--- config.mk ---
export PLATFORM = sky130hd
export DESIGN_NAME = pipeline_stall_ctrl_flat
export DESIGN_NICKNAME = d
export VERILOG_FILES = /design/src/rtl/pipeline_stall_ctrl_pkg.sv /design/src/rtl/pipeline_stall_ctrl_if.sv /design/src/rtl/pipeline_stall_ctrl_perf.sv /design/src/rtl/pipeline_stall_ctrl.sv /design/src/flat_wrapper.sv
export SDC_FILE = /design/constraint.sdc
export NUM_CORES = 1
export LEC_CHECK = 0
export CAP_MARGIN = 25
export CORE_MARGIN = 4
export CORE_UTILIZATION = 24
export CTS_BUF_LIST = sky130_fd_sc_hd__clkbuf_8
export CTS_CLUSTER_DIAMETER = 50
export DETAILED_ROUTE_END_ITERATION = 8
export HOLD_SLACK_MARGIN = 0.15
export PLACE_DENSITY = 0.78
export SYNTH_ARGS = -nofsm -noshare
export SYNTH_HDL_FRONTEND = slang
export SYNTH_SLANG_ARGS = --single-unit
--- constraint.sdc ---
create_clock -name clk -period 0.91 [get_ports clk]
set_input_delay 0.091 -clock clk [delete_from_list [all_inputs] [get_ports clk]]
set_output_delay 0.091 -clock clk [all_outputs]
set_load 0.03 [all_outputs]
--- src/rtl/pipeline_stall_ctrl_pkg.sv ---
// Shared LC-3b stall-control types: FSM state, stall cause and the per-cause control word.
// Controller outputs are a pure lookup on the resolved cause (plus reset), kept here so all users agree.
package pipeline_stall_ctrl_pkg;

  typedef enum logic {
    RUN     = 1'b0,
    BUBBLED = 1'b1
  } lc3b_stall_state;

  typedef enum logic [2:0] {
    sc_none,
    sc_dmem,
    sc_redirect,
    sc_load_use,
    sc_imem
  } lc3b_stall_cause;

  typedef struct packed {
    logic load_pc;
    logic load_if_id;
    logic load_id_ex;
    logic load_ex_mem;
    logic load_mem_wb;
    logic bubble_id_ex;
    logic flush_if_id;
    logic flush_ex_mem;
  } lc3b_stall_ctl_t;

  localparam lc3b_stall_ctl_t CTL_RUN      = 8'b11111_000;
  localparam lc3b_stall_ctl_t CTL_FREEZE   = 8'b00000_000;
  localparam lc3b_stall_ctl_t CTL_REDIRECT = 8'b11111_111;
  localparam lc3b_stall_ctl_t CTL_BUBBLE   = 8'b00111_100;
  localparam lc3b_stall_ctl_t CTL_RESET    = 8'b00000_111;

  // Load-use and fetch-wait share a control word; they differ only in the next state.
  function automatic lc3b_stall_ctl_t cause_ctl(input lc3b_stall_cause cause);
    case (cause)
      sc_dmem:     cause_ctl = CTL_FREEZE;
      sc_redirect: cause_ctl = CTL_REDIRECT;
      sc_load_use: cause_ctl = CTL_BUBBLE;
      sc_imem:     cause_ctl = CTL_BUBBLE;
      default:     cause_ctl = CTL_RUN;
    endcase
  endfunction

endpackage

--- src/rtl/pipeline_stall_ctrl_if.sv ---
// Handshake bundle between the stall controller (slave) and the datapath/hazard side (master).
// Carries the stall/wait/redirect requests, the pipeline-register enables and the perf counters.
interface pipeline_stall_ctrl_if #(
  parameter int CNT_W = 32
);
  logic             stall_load;
  logic             imem_read;
  logic             imem_resp;
  logic             dmem_req;
  logic             dmem_resp;
  logic             branch_taken;
  logic             load_pc;
  logic             load_if_id;
  logic             load_id_ex;
  logic             load_ex_mem;
  logic             load_mem_wb;
  logic             bubble_id_ex;
  logic             flush_if_id;
  logic             flush_ex_mem;
  logic [CNT_W-1:0] stall_cycles;
  logic [CNT_W-1:0] flush_count;

  modport master (
    output stall_load, imem_read, imem_resp, dmem_req, dmem_resp, branch_taken,
    input  load_pc, load_if_id, load_id_ex, load_ex_mem, load_mem_wb,
    input  bubble_id_ex, flush_if_id, flush_ex_mem, stall_cycles, flush_count
  );

  modport slave (
    input  stall_load, imem_read, imem_resp, dmem_req, dmem_resp, branch_taken,
    output load_pc, load_if_id, load_id_ex, load_ex_mem, load_mem_wb,
    output bubble_id_ex, flush_if_id, flush_ex_mem, stall_cycles, flush_count
  );
endinterface

--- src/rtl/pipeline_stall_ctrl_perf.sv ---
// Pipeline performance counters: frozen-PC cycles and taken-branch flushes, both wrapping.
// Instantiated by pipeline_stall_ctrl only when PIPE_PERF_CNT_EN is defined.
module pipe_perf_counter #(
  parameter int CNT_W = 32
) (
  input  logic             clk,
  input  logic             rst,
  input  logic             i_stall,
  input  logic             i_redirect,
  output logic [CNT_W-1:0] o_stall_cycles,
  output logic [CNT_W-1:0] o_flush_count
);

  logic [CNT_W-1:0] r_stall_cycles;
  logic [CNT_W-1:0] r_flush_count;

  always_ff @(posedge clk or posedge rst) begin
    if (rst) begin
      r_stall_cycles <= '0;
      r_flush_count  <= '0;
    end else begin
      if (i_stall)    r_stall_cycles <= r_stall_cycles + 1'b1;
      if (i_redirect) r_flush_count  <= r_flush_count + 1'b1;
    end
  end

  assign o_stall_cycles = r_stall_cycles;
  assign o_flush_count  = r_flush_count;

endmodule

--- src/rtl/pipeline_stall_ctrl.sv ---
// LC-3b 5-stage stall/flush controller: owns every pipeline-register enable; outputs are combinational.
// Optional perf counters under macro PIPE_PERF_CNT_EN; otherwise counter outputs are tied to zero.
module pipeline_stall_ctrl
  import pipeline_stall_ctrl_pkg::*;
#(
  parameter int CNT_W = 32
) (
  input logic                clk,
  input logic                rst,
  pipeline_stall_ctrl_if.slave bus
);

  logic            w_dwait;
  logic            w_iwait;
  lc3b_stall_state r_state;
  lc3b_stall_state w_next_state;
  lc3b_stall_cause w_cause;
  lc3b_stall_ctl_t w_ctl;

  assign w_dwait = bus.dmem_req & ~bus.dmem_resp;
  assign w_iwait = bus.imem_read & ~bus.imem_resp;

  // sc_dmem stands for any full freeze, including a branch waiting on an outstanding fetch.
  always_comb begin
    w_cause = sc_none;
    if (w_dwait || (bus.branch_taken && w_iwait)) begin
      w_cause = sc_dmem;
    end else if (bus.branch_taken) begin
      w_cause = sc_redirect;
    end else if (bus.stall_load && (r_state == RUN)) begin
      w_cause = sc_load_use;
    end else if (w_iwait) begin
      w_cause = sc_imem;
    end
  end

  always_comb begin
    w_next_state = RUN;
    case (w_cause)
      sc_dmem:     w_next_state = r_state;
      sc_load_use: w_next_state = BUBBLED;
      default:     w_next_state = RUN;
    endcase
  end

  always_ff @(posedge clk or posedge rst) begin
    if (rst) r_state <= RUN;
    else     r_state <= w_next_state;
  end

  assign w_ctl = rst ? CTL_RESET : cause_ctl(w_cause);

  assign bus.load_pc      = w_ctl.load_pc;
  assign bus.load_if_id   = w_ctl.load_if_id;
  assign bus.load_id_ex   = w_ctl.load_id_ex;
  assign bus.load_ex_mem  = w_ctl.load_ex_mem;
  assign bus.load_mem_wb  = w_ctl.load_mem_wb;
  assign bus.bubble_id_ex = w_ctl.bubble_id_ex;
  assign bus.flush_if_id  = w_ctl.flush_if_id;
  assign bus.flush_ex_mem = w_ctl.flush_ex_mem;

`ifdef PIPE_PERF_CNT_EN
  pipe_perf_counter #(
    .CNT_W (CNT_W)
  ) u_perf (
    .clk            (clk),
    .rst            (rst),
    .i_stall        (~w_ctl.load_pc),
    .i_redirect     (w_cause == sc_redirect),
    .o_stall_cycles (bus.stall_cycles),
    .o_flush_count  (bus.flush_count)
  );
`else
  assign bus.stall_cycles = {CNT_W{1'b0}};
  assign bus.flush_count  = {CNT_W{1'b0}};
`endif

endmodule

--- src/flat_wrapper.sv ---
// flat-port wrapper written by rule: the top's interface ports become plain ports
module pipeline_stall_ctrl_flat import pipeline_stall_ctrl_pkg::*;
#(
  parameter int CNT_W = 32
)
  (clk, rst, bus_stall_load, bus_imem_read, bus_imem_resp, bus_dmem_req, bus_dmem_resp, bus_branch_taken, bus_load_pc, bus_load_if_id, bus_load_id_ex, bus_load_ex_mem, bus_load_mem_wb, bus_bubble_id_ex, bus_flush_if_id, bus_flush_ex_mem, bus_stall_cycles, bus_flush_count);
  pipeline_stall_ctrl_if #(.CNT_W(CNT_W)) bus_i ();
  input logic clk;
  input logic rst;
  input wire logic [$bits(bus_i.stall_load)-1:0] bus_stall_load;
  input wire logic [$bits(bus_i.imem_read)-1:0] bus_imem_read;
  input wire logic [$bits(bus_i.imem_resp)-1:0] bus_imem_resp;
  input wire logic [$bits(bus_i.dmem_req)-1:0] bus_dmem_req;
  input wire logic [$bits(bus_i.dmem_resp)-1:0] bus_dmem_resp;
  input wire logic [$bits(bus_i.branch_taken)-1:0] bus_branch_taken;
  output wire logic [$bits(bus_i.load_pc)-1:0] bus_load_pc;
  output wire logic [$bits(bus_i.load_if_id)-1:0] bus_load_if_id;
  output wire logic [$bits(bus_i.load_id_ex)-1:0] bus_load_id_ex;
  output wire logic [$bits(bus_i.load_ex_mem)-1:0] bus_load_ex_mem;
  output wire logic [$bits(bus_i.load_mem_wb)-1:0] bus_load_mem_wb;
  output wire logic [$bits(bus_i.bubble_id_ex)-1:0] bus_bubble_id_ex;
  output wire logic [$bits(bus_i.flush_if_id)-1:0] bus_flush_if_id;
  output wire logic [$bits(bus_i.flush_ex_mem)-1:0] bus_flush_ex_mem;
  output wire logic [$bits(bus_i.stall_cycles)-1:0] bus_stall_cycles;
  output wire logic [$bits(bus_i.flush_count)-1:0] bus_flush_count;
  assign bus_i.stall_load = bus_stall_load;
  assign bus_i.imem_read = bus_imem_read;
  assign bus_i.imem_resp = bus_imem_resp;
  assign bus_i.dmem_req = bus_dmem_req;
  assign bus_i.dmem_resp = bus_dmem_resp;
  assign bus_i.branch_taken = bus_branch_taken;
  assign bus_load_pc = bus_i.load_pc;
  assign bus_load_if_id = bus_i.load_if_id;
  assign bus_load_id_ex = bus_i.load_id_ex;
  assign bus_load_ex_mem = bus_i.load_ex_mem;
  assign bus_load_mem_wb = bus_i.load_mem_wb;
  assign bus_bubble_id_ex = bus_i.bubble_id_ex;
  assign bus_flush_if_id = bus_i.flush_if_id;
  assign bus_flush_ex_mem = bus_i.flush_ex_mem;
  assign bus_stall_cycles = bus_i.stall_cycles;
  assign bus_flush_count = bus_i.flush_count;
  pipeline_stall_ctrl #(.CNT_W(CNT_W)) u_core (.clk(clk), .rst(rst), .bus(bus_i));
endmodule
# Yosys cells after proc, flatten, opt, wreduce, memory -nomap -nowiden
# Index checks and enable logic that the tools add are counted.
# W data, S select, Z words.
[word_totals]
mem_count = 0
out_inout_bits = 72
reg_bits = 1
ramBits = 0
latch_bits = 0
mem_bits_ro = 0
inputBits = 8
[op_classes]
magnitude_cmp = 0
n_eq_ne = 4
n_mul = 0
n_reduce_logical = 4
add_sub_neg = 0
bitwise_logic = 5
n_mux = 7
shifts = 0
div = 0
[op_table]
columns = ["cell", "n"]
rows = [
  ["$pmux W8 S3", 1],
  ["$mux W3", 4],
  ["$mux W8", 1],
  ["$eq A3 B2 Y1 const B", 2],
  ["$eq A3 B1 Y1 const B", 1],
  ["$eq A3 B3 Y1 const B", 1],
  ["$not A1 Y1", 3],
  ["$and A1 B1 Y1", 2],
  ["$logic_and A1 B1 Y1", 2],
  ["$pmux W1 S2", 1],
  ["$reduce_or A2 Y1", 1],
  ["$logic_or A1 B1 Y1", 1],
]

# Depth between registers and ports, before layout
[depth]
depth_word = 10
ltp_mapped = 4

# Worst setup path after synthesis
# No wires, ideal clock.
[synth_timing]
path_type = "register to output"
startpoint = "register u_core.r_state"
endpoint = "output port bus_load_pc"
slack_ns = -0.657
path_stages_with_launch = 5
t_required_ns = 0.819
arrival_ns = 1.476
path_buffers = 1
cell_sequence = "dfrtp_1 > nor2b_1 > and2_1 > nor4_2 > buf_4"
[synth_between]
elab_chain_len = 9
word_cells_on_any_way = 12
cone_classes = "4 x eq/ne; 5 x mux; 1 x bitwise; 2 x reduce/logical"
[synth_rtl]
columns = ["item", "line", "rtl"]
rows = [
  ["start: declaration", "pipeline_stall_ctrl.sv:15", "lc3b_stall_state r_state;"],
  ["start signal: assignment", "pipeline_stall_ctrl.sv:48", "else r_state <= w_next_state;"],
  ["$not A1 Y1 *", "pipeline_stall_ctrl.sv:30", "end else if (bus.stall_load && (r_state == RUN)) begin"],
  ["$logic_and A1 B1 Y1 *", "pipeline_stall_ctrl.sv:30", ""],
  ["$mux W3 *", "pipeline_stall_ctrl.sv:30", ""],
  ["$mux W3 *", "pipeline_stall_ctrl.sv:28", "end else if (bus.branch_taken) begin"],
  ["$mux W3 *", "pipeline_stall_ctrl.sv:26", "if (w_dwait || (bus.branch_taken && w_iwait)) begin"],
  ["$eq A3 B2 Y1 / $eq A3 B3 Y1 (equally long branches)", "pipeline_stall_ctrl_pkg.sv:37", "case (cause)"],
  ["$reduce_or A2 Y1 (no source line)", "n/a", ""],
  ["$pmux W8 S3 *", "pipeline_stall_ctrl_pkg.sv:37", ""],
  ["$mux W8 *", "pipeline_stall_ctrl.sv:51", "assign w_ctl = rst ? CTL_RESET : cause_ctl(w_cause);"],
  ["end: declaration", "flat_wrapper.sv:16", "output wire logic [$bits(bus_i.load_pc)-1:0] bus_load_pc;"],
]
# Mark *: on every way between the ends. The rest lies on a longest branch, timed or not.

# Final worst setup path
# Same ends and word-level chain as after synthesis.

==> impl_metrics.yaml <==
pwr:
  peakVddDrop_v: 0.0004889
  p_leak_uw: 0.0004182
  p_per_area_nw_per_um2: 961.5
  fin_total_pwr_uw: 676.1
placement:
  dpl.hpwl_microns: 927.3
  place_ws_ps: -463.8
  routabilityCongestion: 0.7592
  placed_cell_area_sq_um: 605.6
  portBuffers: 15
route:
  drt_wl_total_microns: 1067
  firstDrtPassIters: 1
  avgRoutedWirePerCell_microns: 8.023
  antenna_left: 0
  drtIter0Drc: 0
  drc_errors: 0
  vias: 380
  vias_per_cell: 2.857
logic_synthesis:
  syn-cell-area_sq_um: 638.1
  ys_seq_area_share_pct: 3.922
  yosysWarningCount: 0
  ys_ff_latch: 1
  synth.avg_cell_area_sq_um: 7.597
  syn_inst: 84
  yosysUniqueCellTypes: 16
  synth_area_leaders: "buf_4 80%, dfrtp_1 3.9%, nor2b_4 2.2%, nor4_2 2.0%, a22o_1 1.4%"
  yosysTopAreaCell: "buf_4"
  yosys.area.top_type_share_pct: 80.00
floorplanning:
  coreArea_sq_um: 2500
  dieWidth_microns: 59.57
  start_util_pct: 25.53
  die_y_microns: 59.57
  die-area_sq_um: 3548
  io_pins: 80
  num_rows: 18
final_layout:
  nNetsFinal: 113
  fillerInstances: 272
  multi_input_area_sq_um: 399.1
  fin_area_sq_um: 703.2
  top_register: "u_core.r_state"
  antennaDiodeCount: 0
  layout-drive-gt1-share_pct: 32.04
  syn_to_final_growth_pct: 10.20
  seq_area_sq_um: 25.02
  largest_reg_flops: 1
  top_regs: "u_core.r_state x1"
timing:
  rsz0062_at_grt: "yes"
  setup-tns-final_ps: -567.0
  layout_setup_ws_ps: -191.7
  fin_crit_sh_pct: 121.1
  setup_viol_count_final: 6
  fmax_mhz: 907.7
  fin_worst_skew_ps: 0
  post-route-min-period_ps: 1102
  hold_viol_final: 0
  fin_worst_hold_slack_ps: 354.0
  final_max_slew_viol_count: 0
worst_setup_path:
  cp_slowest_cell: "dfrtp_1"
  timing.critical_path.from: "u_core.r_state"
  reg2regPathDepth: 3
  slowest_delay_ps: 380
  cp-start-kind: "flip-flop"
  crit_fanout: 2
  crit_end: "bus_load_pc"
  r2r-end: "u_core.r_state"
  worstPathArrival_ps: 1010
  crit_chain: "nor2b_4, and2_4, nor4_4, buf_4"
  end_kind: "output pin"
  cp.required_ps: 820
  critPathKind: "reg2out"
  worstReg2RegStart: "u_core.r_state"
  reg2reg_slack_ps: -20
grt:
  grt_overflow_total: 0
  grt_pass1_wl_microns: 1138
  grt_pass1_vias: 253
  grt_max_degree: 5
  globalRouteTotalUtil_pct: 3.947
  antenna_found_initial: 0
job:
  maxCapViolCount: 0
cts:
  clk_pin_slew_ps: 0
  worstSkewPairLatency_ps: 0
  hold_buffers: 0
outcome:
  outcome: "finished with violations"
  violations: "setup timing"
min_path:
  hp-class: "in2async"
==> how the worst min path moves through the flow <==
stage,endpoint,start,cells after the start,slack (ps)
floorplan,u_core.r_state,rst,1,-130
global placement,u_core.r_state,u_core.r_state,1,500
detailed placement,u_core.r_state,u_core.r_state,1,500
CTS,u_core.r_state,rst,3,360
global route,u_core.r_state,rst,3,390
finish,u_core.r_state,rst,3,350
==> cell families (layout without fill, tap and decap cells) <==
kind of cell	count (synthesis)	after routing	share of synthesized area, %
buffers and inverters	70	26	81.18
AO/OA/AOI/OAI	4	4	4.510
AND/OR/NAND/NOR	8	8	9.804
other	1	64	0.5877
flip-flops	1	1	3.921
==> synthesized netlist by cell type <==
cell      number
nor2b_4        1
nor2b_1        1
buf_4         68
nor2b_2        1
dfrtp_1        1
nand2b_1       1
nor3_1         1
o21ai_1        1
nor4_2         1
conb_1         1
inv_1          2
a21o_1         1
nor2_1         1
o31ai_1        1
and2_1         1
a22o_1         1
==> final cells by class <==
class / instances / share of cell area (%)
sequential: 1 / 3.559
inverter: 2 / 1.068
timing repair buffer: 24 / 33.27
tap: 30 / 5.338
multi-input combinational: 76 / 56.76
==> repair_timing <==
item / in CTS / in global routing
pin swaps: 6 / 1
gates resized for setup: 37 / 6
setup buffers: 2 / 2
endpoints found under the setup margin: 9 / 9
==> per-layer routing <==
metal	track usage [%]	part of all wire (%)	up-vias	wire length, microns
li1	-	-	165	-
met2	9.204	54	45	579
met3	0.4357	23	2	245
met5	0	0	-	0
met4	0.9494	1.6	0	17
met1	3.222	21	168	225
==> worst max-delay path: cells and delay by family (launching register included) <==
family                 cells  cell delay (ps)
AND/OR/NAND/NOR            3              410
buffers and inverters      1              220
flip-flops                 1              380
==> placed cells by master, fill, tap and decap left out, types with 3 or more instances in the layout <==
cell type and count:
buf_4 7, nor2b_4 3, conb_1 64, buf_6 14
==> metrics by stage <==
step | instances | utilization, %
finish | 133 | 28.13
global route | 133 | 28.13
CTS | 131 | 26.03
detailed placement | 129 | 24.22
global placement | 129 | 24.22
floorplan | 147 | -
==> where the power goes <==
| part | switching, uW | internal, uW | leakage (uW) |
|---|---|---|---|
| sequential | 5.00 | 49.4 | 0.0000131 |
| clock | 0 | 0 | 0 |
| combinational | 480 | 142 | 0.000405 |
| total | 485 | 191 | 0.000418 |
Note: power is estimated with default switching activity, not from simulation.
